## config.mk

```make
export PLATFORM = sky130hd
export DESIGN_NAME = reset_sequencer
export DESIGN_NICKNAME = d
export VERILOG_FILES = /design/src/rtl/reset_sequencer_pkg.sv /design/src/rtl/reset_sequencer.sv
export SDC_FILE = /design/constraint.sdc
export NUM_CORES = 1
export LEC_CHECK = 0
export CORE_MARGIN = 8
export CORE_UTILIZATION = 58
export CTS_CLUSTER_SIZE = 25
export DETAILED_ROUTE_END_ITERATION = 12
export PLACE_DENSITY = 0.83
export SYNTH_ARGS = -nofsm -noshare
export SYNTH_HDL_FRONTEND = slang
export SYNTH_SLANG_ARGS = --single-unit
```

## constraint.sdc

```tcl
create_clock -name ck -period 4.88 [get_ports ck]
set_clock_uncertainty 0.05 [all_clocks]
set_input_delay 0.976 -clock ck [delete_from_list [all_inputs] [get_ports ck]]
set_output_delay 0.976 -clock ck [all_outputs]
set_load 0.01 [all_outputs]
```

## src/rtl/reset_sequencer_pkg.sv

```systemverilog
// ============================================================================
// Module : reset_sequencer_pkg
// Brief  : Shared state encodings and helpers for the reset sequencer.
// Rev    : 1.0  initial release
// ============================================================================
`default_nettype none

package reset_sequencer_pkg;

    localparam int c_STATE_W = 2;

    typedef enum logic [c_STATE_W-1:0] {
        ST_ASSERT  = 2'd0,
        ST_RELEASE = 2'd1,
        ST_RUN     = 2'd2
    } rs_state_t;

    function automatic int max2(input int a, input int b);
        return (a > b) ? a : b;
    endfunction

endpackage : reset_sequencer_pkg

`default_nettype wire

```

## src/rtl/reset_sequencer.sv

```systemverilog
// ============================================================================
// Module : reset_sequencer
// Brief  : Merges POR and synchronous reset requests, releases reset domains
//          in index order with a fixed gap, and keeps a sticky cause vector.
// Rev    : 1.0  initial release
// ============================================================================
`default_nettype none

module reset_sequencer
    import reset_sequencer_pkg::*;
#(
    parameter int N_REQ     = 2,
    parameter int N_STAGE   = 3,
    parameter int HOLD_LEN  = 16,
    parameter int STAGE_GAP = 4
) (
    input  logic               ck,
    input  logic               rst,
    input  logic [N_REQ-1:0]   req,
    input  logic               cause_clr,
    output logic [N_STAGE-1:0] stage_rst,
    output logic               busy,
    output logic [N_REQ:0]     cause
);

    localparam int c_CW = $clog2(max2(HOLD_LEN, STAGE_GAP)) + 1;
    localparam int c_IW = $clog2(N_STAGE) + 1;

    localparam logic [c_CW-1:0] c_HOLD_LAST = c_CW'(HOLD_LEN - 1);
    localparam logic [c_CW-1:0] c_GAP_LAST  = c_CW'(STAGE_GAP - 1);
    localparam logic [c_IW-1:0] c_IDX_LAST  = c_IW'(N_STAGE - 1);
    localparam logic [N_REQ:0]  c_CAUSE_POR = {1'b1, {N_REQ{1'b0}}};

    rs_state_t          r_state;
    logic [c_CW-1:0]    r_cnt;
    logic [c_IW-1:0]    r_idx;
    logic [N_STAGE-1:0] r_stage_rst;
    logic [N_REQ:0]     r_cause;

    rs_state_t          w_state_nx;
    logic [c_CW-1:0]    w_cnt_nx;
    logic [c_IW-1:0]    w_idx_nx;
    logic [N_STAGE-1:0] w_stage_nx;
    logic               w_req_any;

    assign w_req_any = |req;

    always_ff @(posedge ck or posedge rst) begin
        if (rst) begin
            r_state     <= ST_ASSERT;
            r_cnt       <= '0;
            r_idx       <= '0;
            r_stage_rst <= '1;
            r_cause     <= c_CAUSE_POR;
        end else begin
            r_state     <= w_state_nx;
            r_cnt       <= w_cnt_nx;
            r_idx       <= w_idx_nx;
            r_stage_rst <= w_stage_nx;
            // A request landing on the clear strobe still records its cause.
            r_cause     <= (cause_clr ? '0 : r_cause) | {1'b0, req};
        end
    end

    always_comb begin
        w_state_nx = r_state;
        w_cnt_nx   = r_cnt;
        w_idx_nx   = r_idx;
        w_stage_nx = r_stage_rst;

        case (r_state)
            ST_ASSERT: begin
                w_stage_nx = '1;
                if (w_req_any) begin
                    w_cnt_nx = '0;
                end else if (r_cnt == c_HOLD_LAST) begin
                    w_stage_nx[0] = 1'b0;
                    w_cnt_nx      = '0;
                    w_idx_nx      = c_IW'(1);
                    w_state_nx    = (N_STAGE == 1) ? ST_RUN : ST_RELEASE;
                end else begin
                    w_cnt_nx = r_cnt + c_CW'(1);
                end
            end

            ST_RELEASE: begin
                if (w_req_any) begin
                    w_state_nx = ST_ASSERT;
                    w_stage_nx = '1;
                    w_cnt_nx   = '0;
                    w_idx_nx   = '0;
                end else if (r_cnt == c_GAP_LAST) begin
                    // Only the stage at r_idx drops, so releases stay strictly ordered.
                    for (int i = 0; i < N_STAGE; i++) begin
                        if (c_IW'(i) == r_idx) begin
                            w_stage_nx[i] = 1'b0;
                        end
                    end
                    w_cnt_nx = '0;
                    w_idx_nx = r_idx + c_IW'(1);
                    if (r_idx == c_IDX_LAST) begin
                        w_state_nx = ST_RUN;
                    end
                end else begin
                    w_cnt_nx = r_cnt + c_CW'(1);
                end
            end

            ST_RUN: begin
                w_stage_nx = '0;
                w_cnt_nx   = '0;
                if (w_req_any) begin
                    w_state_nx = ST_ASSERT;
                    w_stage_nx = '1;
                    w_idx_nx   = '0;
                end
            end

            default: begin
                w_state_nx = ST_ASSERT;
                w_stage_nx = '1;
                w_cnt_nx   = '0;
                w_idx_nx   = '0;
            end
        endcase
    end

    assign stage_rst = r_stage_rst;
    assign busy      = (r_state != ST_RUN);
    assign cause     = r_cause;

endmodule : reset_sequencer

`default_nettype wire
```

==> metrics.cfg, run 1 <==
[run_status]
status = completed

[hold_path]
timing.hold.worst.start = cause[2]$_DFFE_PP1P_
worst_hold_path.num_cells = 1
hp-class = reg -> reg
holdPathEnd = cause[2]$_DFFE_PP1P_

[floorplanning]
dieHeight_um = 57.3
floorplan.core_area_mm2 = 0.00167
floorplan.initialDensity = 0.592
die_w_um = 57.3
placementRows = 15
boundaryPins = 12
overall_die_area_mm2 = 0.00328

[layout]
n_fill_cell = 122
final_layout_size_suffix_gt1_frac = 0.155
area.growth.synth_to_final_pct = 16.2
finalInstanceArea_mm2 = 0.00115
final_common_cell = sky130_fd_sc_hd__dfrtp_1
layout_common_cells = sky130_fd_sc_hd__dfrtp_1, sky130_fd_sc_hd__ha_1, sky130_fd_sc_hd__clkdlybuf4s50_1
final-instance-count-excl-fill = 120
antenna_cells_inserted = 0
post_layout_net_count = 120

[placement]
post-place-cells = 116
placement.setup.worst_slack_ns = 2.08
port_buffers = 11
gpl.final_weighted_congestion = 0.879
dp_hpwl_um = 1440
placed_cell_area_mm2 = 0.00111

[synthesis]
avgSynthCellArea_um2 = 11.0
synthesized_instance_count = 90
post_synth_num_cell_types = 37
mappedNetlistNets = 106
synth.yosys.warnings = 0
synth_async_sr_flop_share = 1.00
ys_seq_elements = 16
synth_ff_type = sky130_fd_sc_hd__dfrtp_1
synth_area_um2 = 988
synth_enable_flop_cells = 0
ys_seq_area_frac = 0.410

[worst_setup_path]
r2r.worst_path.cells = 7
category_of_the_critical_setup_timing_path = reg -> out
critical_path_required_ns = 3.85
worst_setup_path_end_kind = output port
crit_path_max_incr_delay_ns = 0.53
worstPathArrival_ns = 1.59
setup.reg_to_reg.worst_slack_ns = 2.72
crit-reg2reg-capture = r_state[1]$_DFFE_PP0P_
cp_cell_sequence = inv_1 -> ha_1 -> inv_1 -> clkdlybuf4s50_1
reg2reg_from = r_cnt[0]$_DFF_PP0_
critical_path.startpoint_type = flip-flop
critical_path.most_common_cell = sky130_fd_sc_hd__inv_1
slowest_stage = sky130_fd_sc_hd__clkdlybuf4s50_1
critical_path_fanouts_max = 4

[clocking]
cts.hold.buffers_added = 0
cts.clk_slew.worst_paths_ns = 0.09
cts_tree = built
cts-resized-gates = 0
cts_root_buf = sky130_fd_sc_hd__clkbuf_4
cts_post_setup_buffers_inserted = 0
cts_num_sinks = 16
cts-root-to-sink-buffers = 2
cts_made_buffers = 3
cts_max_level = 1
latest_clock_arrival_within_the_worst_skew_pair_ns = 0.29

[drt]
detail_route.iter0.violations = 22
routed-via-count = 743
firstDrtPassIters = 4
wl_per_cell_um = 16.6
residual_antenna_violating_net_count_after_detailed_routing = 0
remaining_drc_errors = 0
routed_via_density = 6.19
drt_wl_total_um = 1990

[timing]
period_needed_ns = 2.61
max_slew_violation_count = 0
report.final.setup_viol = 0
achievable-frequency_mhz = 383
final_min_period_over_clock_period = 0.536
finalHoldViolations = 0
tightest_slew_ns = 0.979
layout_setup_ws_ns = 2.27
setup_tns_ns = 0
grt_setup_unrepaired = no
slew_headroom = 0.346

[power_and_ir_drop]
vdd_drop_max_mv = 0.232
pwr_density_cell_mw_per_mm2 = 210
power.leakage_nw = 0.468

[global_routing]
number_of_global_route_vias_before_repair = 761
wire_length_of_the_first_global_routing_pass_um = 3480
grt_antenna_before_repair = 0
grt_remaining_overflow = 0
grt_use_total = 0.135
maximum_number_of_pins_on_one_net_before_global_route_repair = 17

[flow_run]
cap_viol_max_count = 0

[layer usage]
layer | part of all wire | track usage
met4 | 0.025 | 0.0929
met5 | 0 | 0
met1 | 0.42 | 0.159
met3 | 0.036 | 0.0202
met2 | 0.51 | 0.221
[critical path: cells and delay by family (launching register included)]
kind	cells	cell delay [ns]
buffers and inverters	3	0.69
DFF	1	0.39
adders and majority gates	1	0.23
[worst max path at each step]
stage	from	end	slack, ns	cells after the start
finish	r_state[0]$_DFFE_PP0P_	busy	2.27	4
global route	r_state[0]$_DFFE_PP0P_	busy	2.17	4
CTS	r_state[0]$_DFFE_PP0P_	busy	2.25	4
detailed placement	req[1]	stage_rst[2]$_DFFE_PP1P_	2.08	4
global placement	req[1]	stage_rst[2]$_DFFE_PP1P_	2.08	4
floorplan	req[1]	stage_rst[2]$_DFFE_PP1P_	2.73	3
[layout make-up]
cell class | count | area [µm²] | area share
Clock buffer | 4 | 36.3 | 0.0316
Tap cell | 17 | 21.3 | 0.0185
Multi-Input combinational cell | 62 | 538 | 0.468
Sequential cell | 16 | 405 | 0.353
Timing Repair Buffer | 11 | 110 | 0.0959
Inverter | 10 | 37.5 | 0.0327
[power breakdown]
part	leakage, nW	internal [W]	total, W	switching [W]
Combinational	0.245	0.00000730	0.0000155	0.00000815
Sequential	0.202	0.000135	0.000137	0.00000180
Clock	0.0210	0.0000455	0.0000890	0.0000435
[flip-flops by register name, summed over array words and instances, names as in the netlist]
register	cells
r_cnt	5
cause	3
r_idx	3
stage_rst	3
r_state	2
[cell usage after synthesis, drive strengths merged (3+ instances only)]
master	count	share of area
inv	10	0.038
mux2	3	0.034
o21ai	3	0.015
nand3	3	0.015
a21o	3	0.023
ha	11	0.14
dfrtp	12	0.30
a31oi	3	0.019
nor3	3	0.015
dfstp	4	0.11
a21oi	3	0.015
[through the flow]
stage | utilization | total power (W) | hold slack (ns)
floorplan | - | 0.000146 | 0.394
global placement | 0.666 | 0.000154 | 0.416
detailed placement | 0.666 | 0.000155 | 0.419
CTS | 0.688 | 0.000245 | 0.439
global route | 0.688 | 0.000251 | 0.451
finish | 0.688 | 0.000241 | 0.436
[logic make-up (layout without fill, tap and decap cells)]
logic type | Yosys count | in the layout | synth area share
buffers and inverters | 12 | 25 | 0.0456
AND/OR/NAND/NOR | 23 | 23 | 0.162
adder cells (fa/ha/maj) | 11 | 11 | 0.139
AO/OA/AOI/OAI | 23 | 23 | 0.191
multiplexers | 3 | 3 | 0.0342
XOR/XNOR | 2 | 2 | 0.0177
flip-flops | 16 | 16 | 0.410
Power figures use the tool's default switching activity.
==> inputs of run 2 (changes only) <==
--- a/config.mk
+++ b/config.mk
@@ -6,10 +6,10 @@
 export NUM_CORES = 1
 export LEC_CHECK = 0
 export CORE_MARGIN = 8
-export CORE_UTILIZATION = 58
+export CORE_UTILIZATION = 53
 export CTS_CLUSTER_SIZE = 25
 export DETAILED_ROUTE_END_ITERATION = 12
-export PLACE_DENSITY = 0.83
+export PLACE_DENSITY = 0.76
 export SYNTH_ARGS = -nofsm -noshare
 export SYNTH_HDL_FRONTEND = slang
 export SYNTH_SLANG_ARGS = --single-unit
==> constraint.sdc (replaced) <==
create_clock -name ck -period 2.6 [get_ports ck]
set_clock_uncertainty 0.05 [all_clocks]
set_input_delay 0.52 -clock ck [delete_from_list [all_inputs] [get_ports ck]]
set_output_delay 0.52 -clock ck [all_outputs]
set_load 0.01 [all_outputs]
==> run 2 against run 1 <==
Count of clock-buffer cells in the layout did not move. Non-clock buffer count rose by 2. Largest cell class unchanged. Combinational power rose by 87%. Clock power rose by 52%. Routed wire length rose by 2.8%. Critical path type is now reg -> reg. Sequential cell count did not move. Sequential power rose by 87%.
==> metrics.cfg, run 2 (synthesized netlist as in run 1, its figures left out) <==
[run_status]
status = completed

[drt]
remaining_drc_errors = 0  ; unchanged
drt_wl_total_um = 2050  ; +2.8%
residual_antenna_violating_net_count_after_detailed_routing = 0  ; unchanged
detail_route.iter0.violations = 6  ; -73%
routed-via-count = 729  ; -1.9%
firstDrtPassIters = 4  ; unchanged
routed_via_density = 5.61  ; -9.4%
wl_per_cell_um = 15.8  ; -5.1%

[worst_setup_path]
critical_path_fanouts_max = 6  ; +2
critical_path_required_ns = 2.77  ; -1.08 ns
worst_setup_path_end_kind = flip-flop
r2r.worst_path.cells = 7  ; unchanged
worstPathArrival_ns = 2.34  ; +0.75 ns
category_of_the_critical_setup_timing_path = reg -> reg
critical_path.startpoint_type = flip-flop

[layout]
layout_common_cells = sky130_fd_sc_hd__dfrtp_1, sky130_fd_sc_hd__ha_1, sky130_fd_sc_hd__clkdlybuf4s50_1
post_layout_net_count = 122  ; +1.7%
final_common_cell = sky130_fd_sc_hd__dfrtp_1
registers.top_by_ff_count = r_cnt
finalInstanceArea_mm2 = 0.00116  ; +1.3%
largest_register_ffs = 5  ; unchanged
area.growth.synth_to_final_pct = 17.7
antenna_cells_inserted = 0  ; unchanged
final_layout_size_suffix_gt1_frac = 0.162  ; +0.00656
n_fill_cell = 143  ; +17%

[power_and_ir_drop]
vdd_drop_max_mv = 0.280  ; +20%
power.leakage_nw = 0.473  ; +1.0%
pwr_density_cell_mw_per_mm2 = 361  ; +72%

[clocking]
cts-resized-gates = 0  ; unchanged
cts-root-to-sink-buffers = 2  ; unchanged
cts_root_buf = sky130_fd_sc_hd__clkbuf_4
cts_num_sinks = 16  ; unchanged
latest_clock_arrival_within_the_worst_skew_pair_ns = 0.28  ; about the same
cts_max_level = 1  ; unchanged
cts.clk_slew.worst_paths_ns = 0.09  ; about the same
cts_made_buffers = 3  ; unchanged
cts_post_setup_buffers_inserted = 0  ; unchanged
cts.hold.buffers_added = 0  ; unchanged
cts_tree = built

[floorplanning]
floorplan.initialDensity = 0.566  ; -0.0255
die_w_um = 59.2  ; +3.3%
floorplan.core_area_mm2 = 0.00175  ; +4.5%
boundaryPins = 12  ; unchanged
dieHeight_um = 59.2  ; +3.3%
overall_die_area_mm2 = 0.00350  ; +6.8%
placementRows = 15  ; unchanged

[flow_run]
cap_viol_max_count = 0  ; unchanged

[timing]
achievable-frequency_mhz = 460
layout_setup_ws_ns = 0.427  ; -1.84 ns
finalHoldViolations = 0  ; unchanged
final_min_period_over_clock_period = 0.836
max_slew_violation_count = 0  ; unchanged
slew_headroom = 0.593  ; +0.247
period_needed_ns = 2.17
grt_setup_unrepaired = no
tightest_slew_ns = 0.610  ; -0.368 ns
report.final.setup_viol = 0  ; unchanged
setup_tns_ns = 0  ; unchanged

[global_routing]
grt_remaining_overflow = 0  ; unchanged
grt_use_total = 0.129  ; -0.00618
maximum_number_of_pins_on_one_net_before_global_route_repair = 17  ; unchanged
number_of_global_route_vias_before_repair = 742  ; -2.5%
grt_antenna_before_repair = 0  ; unchanged
wire_length_of_the_first_global_routing_pass_um = 3460  ; -0.60%

[placement]
dp_hpwl_um = 1560  ; +8.4%
gpl.final_weighted_congestion = 0.808  ; -8.0%
port_buffers = 11  ; unchanged
placed_cell_area_mm2 = 0.00114  ; +2.2%
placement.setup.worst_slack_ns = 0.310  ; -1.77 ns

[hold_path]
worst_hold_path.num_cells = 1  ; unchanged
hp-class = reg -> reg

run 2: path summary, 6_finish.rpt:
kind | startpoint | to | slack, ns
max | r_cnt[0]$_DFF_PP0_ | r_idx[0]$_DFFE_PP0P_ | 0.43
min | cause[2]$_DFFE_PP1P_ | cause[2]$_DFFE_PP1P_ | 0.44
max reg2reg | r_cnt[0]$_DFF_PP0_ | r_idx[0]$_DFFE_PP0P_ | 0.43
min reg2reg | cause[2]$_DFFE_PP1P_ | cause[2]$_DFFE_PP1P_ | 0.44
max in group asynchronous | rst | r_cnt[4]$_DFF_PP0_ | 1.55
min in group asynchronous | rst | r_idx[0]$_DFFE_PP0P_ | 0.56
run 2: per-layer routing:
metal  vias to the layer above  GRT usage  part of all wire
met4                         0     0.0580            0.0078
met1                       356      0.170              0.50
met5                         -          0                 0
met3                         2     0.0412             0.042
li1                        359          -                 -
met2                        12      0.185              0.44
run 2: cell type report:
| class | instances | area, µm² | share of cell area |
|---|---|---|---|
| clock buffer | 4 | 26.3 | 0.0226 |
| inverter | 10 | 37.5 | 0.0323 |
| multi-input combinational | 62 | 538 | 0.462 |
| sequential | 16 | 405 | 0.348 |
| tap | 25 | 31.3 | 0.0269 |
| timing repair buffer | 13 | 125 | 0.108 |
run 2: critical path, cell delays in order (launching register included):
cell	delay [ns]
sky130_fd_sc_hd__dfrtp_1	0.39
sky130_fd_sc_hd__ha_1	0.24
sky130_fd_sc_hd__nand3_1	0.12
sky130_fd_sc_hd__inv_1	0.08
sky130_fd_sc_hd__ha_1	0.16
sky130_fd_sc_hd__or3b_1	0.50
sky130_fd_sc_hd__a221oi_2	0.36
sky130_fd_sc_hd__o32a_1	0.20
run 2: through the flow:
stage	cells	util	power (W)	hold slack (ns)
floorplan	90	-	0.000273	0.381
detailed placement	126	0.652	0.000290	0.420
global route	130	0.667	0.000439	0.452
CTS	130	0.667	0.000425	0.438
global placement	126	0.652	0.000290	0.411
finish	130	0.667	0.000420	0.435
run 2: power breakdown:
| part | internal [W] | total [W] | leakage [nW] | switching, W |
|---|---|---|---|---|
| combinational | 0.0000137 | 0.0000290 | 0.256 | 0.0000152 |
| sequential | 0.000253 | 0.000256 | 0.202 | 0.00000299 |
| clock | 0.0000594 | 0.000135 | 0.0150 | 0.0000753 |
| total | 0.000326 | 0.000420 | 0.473 | 0.0000935 |
==> inputs of run 3 (changes only) <==
--- a/config.mk
+++ b/config.mk
@@ -6,10 +6,10 @@
 export NUM_CORES = 1
 export LEC_CHECK = 0
 export CORE_MARGIN = 8
-export CORE_UTILIZATION = 53
+export CORE_UTILIZATION = 48
 export CTS_CLUSTER_SIZE = 25
 export DETAILED_ROUTE_END_ITERATION = 12
-export PLACE_DENSITY = 0.76
+export PLACE_DENSITY = 0.73
 export SYNTH_ARGS = -nofsm -noshare
 export SYNTH_HDL_FRONTEND = slang
 export SYNTH_SLANG_ARGS = --single-unit
==> constraint.sdc (replaced) <==
create_clock -name ck -period 1.9 [get_ports ck]
set_clock_uncertainty 0.05 [all_clocks]
set_input_delay 0.38 -clock ck [delete_from_list [all_inputs] [get_ports ck]]
set_output_delay 0.38 -clock ck [all_outputs]
set_load 0.01 [all_outputs]
==> run 3 against run 2 <==
The flow now finishes with violations (setup timing). Critical path depth up 1. Fmax rose by 13%. Non-clock buffer count is 15 higher. Critical path type unchanged. Largest power group unchanged. Clock power up 48%.
==> metrics.cfg, run 3 (synthesized netlist as in run 1, its figures left out) <==
[timing]
grt_setup_unrepaired = yes
final_min_period_over_clock_period = 1.01  ; +0.172
slew_headroom = 0.595  ; +0.00263
finalHoldViolations = 0  ; unchanged
holdWs_ns = 0.396  ; -0.0394 ns
period_needed_ns = 1.92  ; -0.257 ns
tightest_slew_ns = 0.606  ; -0.00394 ns
setup_tns_ns = -0.0194  ; -0.0194 ns
achievable-frequency_mhz = 522  ; +13%
layout_setup_ws_ns = -0.0152  ; -0.443 ns
report.final.setup_viol = 2  ; +2
max_slew_violation_count = 0  ; unchanged

[global_routing]
grt_antenna_before_repair = 0  ; unchanged
wire_length_of_the_first_global_routing_pass_um = 3820  ; +10%
grt_use_total = 0.138  ; +0.00870
number_of_global_route_vias_before_repair = 836  ; +13%
grt_remaining_overflow = 0  ; unchanged
maximum_number_of_pins_on_one_net_before_global_route_repair = 17  ; unchanged

[run_status]
violations_in_the_final_reports = setup timing
status = finished, violations left

[power_and_ir_drop]
pwr_density_cell_mw_per_mm2 = 446  ; +24%
power.leakage_nw = 0.548  ; +16%
cell_internal_pwr_w = 0.000454  ; +39%
pwr-share-clk = 0.334  ; +0.013
pwr-share-comb = 0.080  ; +0.011
seq_power_share = 0.586  ; -0.024
total_switching_power_w = 0.000146  ; +56%
power_switching_share = 0.243  ; +0.0204
vdd_drop_max_mv = 0.378  ; +35%
total_power_w = 0.000600  ; +43%

[layout]
post_layout_net_count = 137  ; +12%
finalInstanceArea_mm2 = 0.00134  ; +15%
largest_register_ffs = 5  ; unchanged
final_common_cell = sky130_fd_sc_hd__buf_4
final_layout_size_suffix_gt1_frac = 0.317  ; +0.155
antenna_cells_inserted = 0  ; unchanged
layout_common_cells = sky130_fd_sc_hd__buf_4, sky130_fd_sc_hd__dfrtp_1, sky130_fd_sc_hd__clkdlybuf4s50_1
multi_input_area_um2 = 604  ; +12%
area.growth.synth_to_final_pct = 35.9
regArea_um2 = 405  ; unchanged
registers.top_by_ff_count = r_cnt
n_fill_cell = 172  ; +20%

[clocking]
latest_clock_arrival_within_the_worst_skew_pair_ns = 0.30  ; +0.02 ns
cts-root-to-sink-buffers = 2  ; unchanged
cts_made_buffers = 3  ; unchanged
cts.hold.buffers_added = 0  ; unchanged
cts.clk_slew.worst_paths_ns = 0.10  ; about the same
cts_max_level = 1  ; unchanged
cts_tree = built
cts_num_sinks = 16  ; unchanged
cts_root_buf = sky130_fd_sc_hd__clkbuf_4

[drt]
firstDrtPassIters = 4  ; unchanged
drt_wl_total_um = 2280  ; +11%
detail_route.iter0.violations = 26  ; +20
wl_per_cell_um = 15.5  ; -1.7%
residual_antenna_violating_net_count_after_detailed_routing = 0  ; unchanged
routed_via_density = 5.56  ; -0.89%
routed-via-count = 817  ; +12%
remaining_drc_errors = 0  ; unchanged

[floorplanning]
floorplan.initialDensity = 0.504  ; -0.0625
overall_die_area_mm2 = 0.00377  ; +7.6%
boundaryPins = 12  ; unchanged
die_w_um = 61.4  ; +3.7%
dieHeight_um = 61.4  ; +3.7%
placementRows = 16  ; +1
floorplan.core_area_mm2 = 0.00196  ; +12%

[worst_setup_path]
critical_path_fanouts_max = 6  ; unchanged
worstPathArrival_ns = 2.10  ; -0.24 ns
r2r.worst_path.cells = 8  ; +1
critical_path_required_ns = 2.08  ; -0.69 ns
category_of_the_critical_setup_timing_path = reg -> reg
worst_setup_path_end_kind = flip-flop
crit-reg2reg-capture = r_state[0]$_DFFE_PP0P_
setup.reg_to_reg.worst_slack_ns = -0.02  ; -0.44 ns
critical_path.startpoint_type = flip-flop
reg2reg_from = r_cnt[1]$_DFF_PP0_

[placement]
placement.setup.worst_slack_ns = -0.178  ; -0.488 ns
placed_cell_area_mm2 = 0.00125  ; +10%
port_buffers = 11  ; unchanged
dp_hpwl_um = 1630  ; +4.4%
gpl.final_weighted_congestion = 0.791  ; -2.1%

[flow_run]
cap_viol_max_count = 0  ; unchanged

[hold_path]
hp-class = in -> async

run 3: changes by cell type in the layout (fill, tap and decap cells not counted), sizes merged:
cell	delta
buf	+15
clkdlybuf4s50	-1
dlygate4sd2	+1
run 3: how the worst max path moves through the flow:
stage	from	endpoint	slack, ns
6_report	r_cnt[1]$_DFF_PP0_	r_state[0]$_DFFE_PP0P_	-0.02
5_1_grt	r_cnt[1]$_DFF_PP0_	r_state[0]$_DFFE_PP0P_	-0.08
4_1_cts	r_cnt[0]$_DFF_PP0_	r_state[1]$_DFFE_PP0P_	0.01
3_5_place_dp	req[0]	stage_rst[2]$_DFFE_PP1P_	-0.18
3_3_place_gp	req[0]	stage_rst[2]$_DFFE_PP1P_	-0.11
2_1_floorplan	r_cnt[0]$_DFF_PP0_	r_state[1]$_DFFE_PP0P_	0.01
run 3: per-layer routing:
metal | wire length (µm) | global-route usage | share of wire
met1 | 1130 | 0.183 | 0.49
met2 | 979 | 0.197 | 0.43
met3 | 110 | 0.0334 | 0.048
met4 | 59 | 0.0812 | 0.026
met5 | 0 | 0 | 0
run 3: area by class of cell:
cell class	instances	share of cell area
timing repair buffer	28	0.176
sequential	16	0.302
inverter	10	0.0279
multi-input combinational	62	0.450
clock buffer	4	0.0196
tap	27	0.0251
run 3: power by group through the flow:
| stage | clock network (W) | registers (W) | logic [W] |
|---|---|---|---|
| floorplan | 0 | 0.000359 | 0.0000168 |
| global placement | 0 | 0.000357 | 0.0000476 |
| detailed placement | 0 | 0.000357 | 0.0000481 |
| CTS | 0.000202 | 0.000351 | 0.0000489 |
| global route | 0.000212 | 0.000352 | 0.0000546 |
| finish | 0.000200 | 0.000351 | 0.0000480 |
run 3: metrics by stage:
step | cells | utilization
floorplan | 90 | -
global placement | 141 | 0.640
detailed placement | 141 | 0.640
CTS | 147 | 0.668
global route | 147 | 0.685
finish | 147 | 0.685
run 3: timing repair:
action                                  4_1_cts  5_1_grt
pin swaps                                     5        3
endpoints found under the setup margin        7        7
setup buffers                                 2        0
resized for setup                             5        5
run 3: worst max-delay path: stages (launching register included):
cell and delay [ns]:
sky130_fd_sc_hd__dfrtp_1 0.40, sky130_fd_sc_hd__ha_4 0.17, sky130_fd_sc_hd__nand3_4 0.08, sky130_fd_sc_hd__inv_2 0.07
sky130_fd_sc_hd__ha_4 0.13, sky130_fd_sc_hd__or3b_4 0.45, sky130_fd_sc_hd__buf_4 0.16, sky130_fd_sc_hd__o21ai_1 0.15
sky130_fd_sc_hd__o311a_1 0.19
